===== config.mk =====
export PLATFORM = sky130hd
export DESIGN_NAME = video_timing_counter
export DESIGN_NICKNAME = d
export VERILOG_FILES = /design/src/rtl/video_timing_counter.sv
export SDC_FILE = /design/constraint.sdc
export NUM_CORES = 1
export LEC_CHECK = 0
export BUFFER_PORTS_ARGS = -buffer_cell sky130_fd_sc_hd__buf_2
export CAP_MARGIN = 20
export CELL_PAD_IN_SITES_DETAIL_PLACEMENT = 1
export CELL_PAD_IN_SITES_GLOBAL_PLACEMENT = 1
export CORE_MARGIN = 1
export CORE_UTILIZATION = 46
export CTS_CLUSTER_DIAMETER = 200
export DETAILED_ROUTE_END_ITERATION = 8
export PLACE_DENSITY_LB_ADDON = 0.1
export RECOVER_POWER = 100
export SLEW_MARGIN = 20
export SYNTH_ARGS = -nofsm -noshare
export SYNTH_HDL_FRONTEND = slang
export SYNTH_SLANG_ARGS = --single-unit

===== constraint.sdc =====
create_clock -name clock -period 6 [get_ports clock]
set_input_delay 0.9 -clock clock [delete_from_list [all_inputs] [get_ports clock]]
set_output_delay 0.9 -clock clock [all_outputs]
set_load 0.01 [all_outputs]

===== src/rtl/video_timing_counter.sv =====
// Raster position and timing strobe generator for the HDMI output path.
// Optional macro VTC_RESTART_EN adds a 'restart' input that re-origins the raster to (0,0).
module video_timing_counter #(
  parameter int busWidth       = 12,
  parameter int hActive        = 1920,
  parameter int hFrontPorch    = 88,
  parameter int hSyncWidth     = 44,
  parameter int hBackPorch     = 148,
  parameter int vActive        = 1080,
  parameter int vFrontPorch    = 4,
  parameter int vSyncWidth     = 5,
  parameter int vBackPorch     = 36,
  parameter bit syncActiveHigh = 1'b1
) (
  input  logic                clock,
  input  logic                reset,
  input  logic                enable,
`ifdef VTC_RESTART_EN
  input  logic                restart,
`endif
  output logic [busWidth-1:0] hCount,
  output logic [busWidth-1:0] vCount,
  output logic                hSync,
  output logic                vSync,
  output logic                dataEnable,
  output logic                lineStart,
  output logic                frameStart
);

  localparam int HTOTAL = hActive + hFrontPorch + hSyncWidth + hBackPorch;
  localparam int VTOTAL = vActive + vFrontPorch + vSyncWidth + vBackPorch;

  localparam logic [busWidth-1:0] H_ACT_LAST   = busWidth'(hActive - 1);
  localparam logic [busWidth-1:0] H_FRONT_LAST = busWidth'(hActive + hFrontPorch - 1);
  localparam logic [busWidth-1:0] H_SYNC_LAST  = busWidth'(hActive + hFrontPorch + hSyncWidth - 1);
  localparam logic [busWidth-1:0] H_LAST       = busWidth'(HTOTAL - 1);
  localparam logic [busWidth-1:0] V_ACT_LAST   = busWidth'(vActive - 1);
  localparam logic [busWidth-1:0] V_FRONT_LAST = busWidth'(vActive + vFrontPorch - 1);
  localparam logic [busWidth-1:0] V_SYNC_LAST  = busWidth'(vActive + vFrontPorch + vSyncWidth - 1);
  localparam logic [busWidth-1:0] V_LAST       = busWidth'(VTOTAL - 1);
  localparam logic [busWidth-1:0] COUNT_ONE    = busWidth'(1);
  localparam logic                SYNC_IDLE    = !syncActiveHigh;

  // Zero-length regions would collapse FSM transitions onto each other.
  if (hActive < 1 || hFrontPorch < 1 || hSyncWidth < 1 || hBackPorch < 1 ||
      vActive < 1 || vFrontPorch < 1 || vSyncWidth < 1 || vBackPorch < 1) begin : gBadTiming
    $error("video_timing_counter: active, porch and sync parameters must all be nonzero");
  end
  if (HTOTAL - 1 >= (1 << busWidth) || VTOTAL - 1 >= (1 << busWidth)) begin : gBadWidth
    $error("video_timing_counter: busWidth too small for HTOTAL/VTOTAL");
  end

  typedef enum logic [2:0] {PRIMING, H_ACTIVE, H_FRONT, H_SYNC, H_BACK} hStateT;
  typedef enum logic [1:0] {V_ACTIVE, V_FRONT, V_SYNC, V_BACK} vStateT;

  hStateT              hState, hStateNext;
  vStateT              vState, vStateNext;
  logic [busWidth-1:0] hCountNext, vCountNext;
  logic                goOrigin;

  always_ff @(posedge clock) begin
    if (reset) begin
      hState     <= PRIMING;
      vState     <= V_ACTIVE;
      hCount     <= '0;
      vCount     <= '0;
      hSync      <= SYNC_IDLE;
      vSync      <= SYNC_IDLE;
      dataEnable <= 1'b0;
      lineStart  <= 1'b0;
      frameStart <= 1'b0;
    end else if (enable) begin
      hState     <= hStateNext;
      vState     <= vStateNext;
      hCount     <= hCountNext;
      vCount     <= vCountNext;
      hSync      <= (hStateNext == H_SYNC) ? syncActiveHigh : SYNC_IDLE;
      vSync      <= (vStateNext == V_SYNC) ? syncActiveHigh : SYNC_IDLE;
      dataEnable <= (hStateNext == H_ACTIVE) && (vStateNext == V_ACTIVE);
      lineStart  <= (hCountNext == '0);
      frameStart <= (hCountNext == '0) && (vCountNext == '0);
    end
  end

  // Strobes are registered from the next position so they never skew from the counts.
  always_comb begin
    hStateNext = hState;
    vStateNext = vState;
    hCountNext = hCount;
    vCountNext = vCount;
    goOrigin   = (hState == PRIMING);
`ifdef VTC_RESTART_EN
    goOrigin   = goOrigin || restart;
`endif
    if (goOrigin) begin
      hStateNext = H_ACTIVE;
      vStateNext = V_ACTIVE;
      hCountNext = '0;
      vCountNext = '0;
    end else if (hCount == H_LAST) begin
      hStateNext = H_ACTIVE;
      hCountNext = '0;
      if (vCount == V_LAST) begin
        vStateNext = V_ACTIVE;
        vCountNext = '0;
      end else begin
        vCountNext = vCount + COUNT_ONE;
        case (vState)
          V_ACTIVE: if (vCount == V_ACT_LAST)   vStateNext = V_FRONT;
          V_FRONT:  if (vCount == V_FRONT_LAST) vStateNext = V_SYNC;
          V_SYNC:   if (vCount == V_SYNC_LAST)  vStateNext = V_BACK;
          default:  vStateNext = vState;
        endcase
      end
    end else begin
      hCountNext = hCount + COUNT_ONE;
      case (hState)
        H_ACTIVE: if (hCount == H_ACT_LAST)   hStateNext = H_FRONT;
        H_FRONT:  if (hCount == H_FRONT_LAST) hStateNext = H_SYNC;
        H_SYNC:   if (hCount == H_SYNC_LAST)  hStateNext = H_BACK;
        default:  hStateNext = hState;
      endcase
    end
  end

endmodule


==> Word level (Yosys, flattened, before mapping) <==
Cells that the tools add are included.
{ "totals": {"ff_bits": 34, "out_inout_bits": 29} }
{ "op_classes": {"add_sub_neg": 2, "n_eq_ne": 16, "mux": 20, "n_reduce_logical": 7} }
{ "ops": {"columns": ["op", "count"], "rows": [
  ["$eq 12x11->1 const B", 6],
  ["$mux 12", 5],
  ["$add 12x1->12 const B", 2],
  ["$eq 12x12->1 const B", 2],
  ["$logic_not 12->1", 2],
  ["$mux 3", 5],
  ["$mux 2", 6],
  ["$eq 3x2->1 const B", 3],
  ["$pmux 3 s3", 1],
  ["$eq 3x1->1 const B", 2],
  ["$pmux 2 s3", 1],
  ["$eq 2x2->1 const B", 2],
  ["$logic_not 2->1", 2],
  ["$logic_not 3->1", 1],
  ["$eq 2x1->1 const B", 1],
  ["$logic_and 1x1->1", 2],
  ["$mux 1", 2]
]} }

==> Longest topological paths before layout <==
{ "logic_depth": {"word_depth": 8, "ltp_mapped": 9, "depth_no_buf": 8} }

==> Worst setup path before layout <==
OpenSTA, ideal clock, no wires.
{ "synth_path": {"kind": "register -> register", "start": "reg hCount[4]", "end": "reg frameStart", "setup_time_ps": 96, "t_arrival_ps": 2165, "required_ps": 5904, "setup_slack_ps": 3739, "path_stages_with_launch": 8, "period_less_slack_ps": 2261, "path_cell_list": "dfxtp_1 clkbuf_1 nand3_1 nor4_1 xor2_1 a2111oi_0 o211ai_1 o41ai_2"} }
{ "synth_between": {"elab_chain_cells": 5} }
{ "synth_lines": {"columns": ["item", "line", "text"], "rows": [
  ["start: declaration", "21", "output logic [busWidth-1:0] hCount,"],
  ["start signal: assignment", "75", "hCount <= hCountNext;"],
  ["$add 12x1->12 or $eq 12x12->1 (tied branches)", "116, 100", null],
  ["$mux 12", "100", "end else if (hCount == H_LAST) begin"],
  ["$mux 12", "95", "if (goOrigin) begin"],
  ["$logic_not 12->1", "81", "frameStart <= (hCountNext == '0) && (vCountNext == '0);"],
  ["$logic_and 1x1->1 (*)", "81", null],
  ["end signal: assignment", "81", null],
  ["end: declaration", "27", "output logic frameStart"]
]} }
Mark *: on every way between the ends. The rest lies on a longest branch, timed or not.
A chain may end at the register's enable or synchronous reset.

==> results.md <==
- CTS tree: yes
- Yosys warnings: 0
- Final setup vio count: 0
- Nature of the critical path endpoint: flop
- Peak supply drop: just under 0.1 mV
- Distinct cells, synth: 63
- Area leader, netlist: dfxtp_1
- Final hold vios: 0
- Final min period: 3.45 ns
- CP top delay family: buffers and inverters
- Post-Route WL: 7.25 mm
- Post-synthesis instance area: 2460 µm²
- Sequential share of the synthesized area: ~28%
- Total negative slack: 0 ns
- Psw: 126 µW
- Crit path buffers/inverters: 2
- Synthesized flop and latch total: 34
- Reg2Reg Setup Slack: between 2 and 3 ns
- Worst path cell trace: clkbuf_1 > inv_1 > a211o_1 > or3b_2 > a21oi_1
- Iter 0 DRT Violations: 157
- Dpl hpwl: around 5.1 mm
- Initial core utilization: around 48%
- Slowest stage delay, CP: 1.07 ns
- Clock Power Share: about two fifths
- Via count: between 2000 and 2500
- Synth area leaders: dfxtp_1 (28%), nor2_1 (6.1%), a21oi_1 (5.5%), o21ai_0 (4.7%), nand2_1 (4.3%)
- Reg power frac: around 51%
- Layout area overhead: 5.40%
- Internal power: 334 µW
- Combinational group share of total power: 9.1%
- Boundary Pins: 32
- Number of flops mapped to enable cells by yosys: 0
- Die area: around 5600 µm²
- Max Fanout on Critical Path: 33
- Num CTS Buffers: 5
- Total core area: 5140 µm²
- Synth top area share: 27.7%
- Antenna violations before repair: 0
- Total track usage: approximately 28%
- Die Span Y: 75.1 µm
- Failing checks: capacitance limit, slew limit
- H-tree depth: 2
- Part of the cycle the worst path needs: 57.5%
- Antenna fix cells: 0
- Slew headroom: -0.632%
- Critical path's slowest cell: clkbuf_1
- Gate count of the mapped netlist: 320
- Post-CTS setup buffers: 0
- Fmax: 290 MHz
- Sw frac: roughly 27%
- Skew final: 0.00566 ns
- # port buffers: 31
- Critical Path AT: 3.67 ns
- Routability cong.: between 0.8 and 0.9
- Ys flop type: dfxtp_1
- Final net count: 340
- Pin count of the biggest net entering global routing: 34
- WS Path Type: input port to flop
- Finished Layout Cells: 405
- Post-route design area: approximately 2600 µm²
- Power consumption: 459 µW
- CTS Hold Bufs: 0
- Drt wl/cell: ~18 µm
- Vias per cell: 6.16
- Worst endpoint required time: 6.22 ns
- Number of max-cap violations: 1
- Status: complete, but fails checks
- Setup ws final: 2.55 ns
- Worst slew pin tran: 1.51 ns
- Fin. max-slew vios: 34
- Most common cell after layout, fill and taps aside: nor2_1
- Root buffer cell: clkbuf_8
- Most frequent cells in the layout: nor2_1 (40), dfxtp_1 (34), clkbuf_1 (30), nand2_1 (28), a21oi_1 (28)
- Async SR Flop Fraction: 0%
- RSZ-0062 raised after global routing: false
- PD cells: 177 nW/µm²
- Total grt overflow: 0
- Hold WC Path Type: flop to flop
- Global-route wire length before repair: 12.0 mm
- Synth Net Count: around 330
- Post_cts resized: 0
- Leak pwr: 0.825 nW
- Startpoint Class: input port
- Syn Area/Cell: 7.68 µm²
- # DRC: 0
- CTS Buffer Depth: 2
- DP Area: between 2000 and 3000 µm²
- Rows: 26
- Clk slew on worst S/H paths: roughly 0.080 ns
- Share of cells above drive strength 1: 7.76%
- TritonRoute pass-1 iters: 4
- Die Wd: ~75 µm
- Clock sinks: 34
- Clock latency reported for the late side of the worst-skew pair: 0.29 ns
- Post-place setup slack: between 3 and 4 ns
- Cells after DPL: 397
- Vias in the first global route: 2272
- Detail Route Antenna Nets: 0
-- worst reg2reg max path, delay by kind of cell, from the launching register on --
kind                     cells  cell delay [ns]
adder cells (fa/ha/maj)      1             0.35
flip-flops                   1             0.49
AO/OA/AOI/OAI                3             0.70
AND/OR/NAND/NOR              3             1.36
-- routing by layer --
layer | vias up | routed length [µm] | GRT usage, %
met5 | - | 0 | 0
met4 | 0 | 73 | 6.50
met3 | 8 | 293 | 3.61
met2 | 61 | 3200 | 41.9
met1 | 1203 | 3680 | 42.2
li1 | 1222 | - | -
-- per-stage QoR --
stage	hold WS [ns]	util, %
6_report	0.480	50.4
3_5_place_dp	0.454	49.6
3_3_place_gp	0.450	49.6
5_1_grt	0.503	50.4
2_1_floorplan	0.460	-
4_1_cts	0.480	51.5
-- path summary, 6_finish.rpt --
| check | startpoint | endpoint | cells past startpoint |
|---|---|---|---|
| min | vSync | vSync | 2 |
| max reg2reg | hCount[0] | vSync | 7 |
| min reg2reg | vSync | vSync | 2 |
| max | enable | vCount[9] | 5 |
-- synth_stat cells (2+ instances only) --
cell	instances
a211oi_1	4
a21oi_1	27
a31oi_1	5
and3_1	7
and4_1	7
buf_2	3
buf_4	3
buf_6	6
clkbuf_1	12
dfxtp_1	34
ha_1	3
inv_1	9
mux2i_1	5
nand2_1	28
nand3_1	10
nand4_1	8
nand4b_1	2
nor2_1	40
nor3_1	12
nor3b_1	6
nor4_1	10
nor4_4	2
nor4b_1	2
o2111ai_1	2
o211ai_1	4
o21a_1	3
o21ai_0	23
o31ai_1	2
or3_1	3
or3b_2	2
xnor2_1	2
xor2_1	3
-- registers in the layout, summed over array words and instances, names as in the netlist --
name        flops
dataEnable      1
frameStart      1
hCount         12
hState          3
hSync           1
lineStart       1
vCount         12
vState          2
vSync           1
-- cell type report --
| cell class | count | area (µm²) |
|---|---|---|
| Tap cell | 70 | 87.6 |
| Multi-Input combinational cell | 253 | 1580 |
| Clock buffer | 6 | 82.6 |
| Fill cell | 709 | 2550 |
| Sequential cell | 34 | 681 |
| Inverter | 9 | 33.8 |
| Clock inverter | 2 | 12.5 |
| Timing Repair Buffer | 31 | 118 |
-- cell families after synthesis --
| logic type | after synthesis | share of synthesized area (%) |
|---|---|---|
| adder cells (fa/ha/maj) | 3 | 1.53 |
| multiplexers | 5 | 2.04 |
| buffers and inverters | 33 | 7.48 |
| AND/OR/NAND/NOR | 152 | 36.0 |
| XOR/XNOR | 5 | 1.78 |
| AO/OA/AOI/OAI | 88 | 23.5 |
| flip-flops | 34 | 27.7 |
-- power groups by stage --
stage | sequential (mW) | clock [mW] | combinational (mW)
floorplan | 0.238 | 0 | 0.0293
global placement | 0.237 | 0 | 0.0416
detailed placement | 0.237 | 0 | 0.0424
CTS | 0.232 | 0.190 | 0.0427
global route | 0.233 | 0.199 | 0.0468
finish | 0.232 | 0.186 | 0.0417
Note: power is estimated with default switching activity, not from simulation.
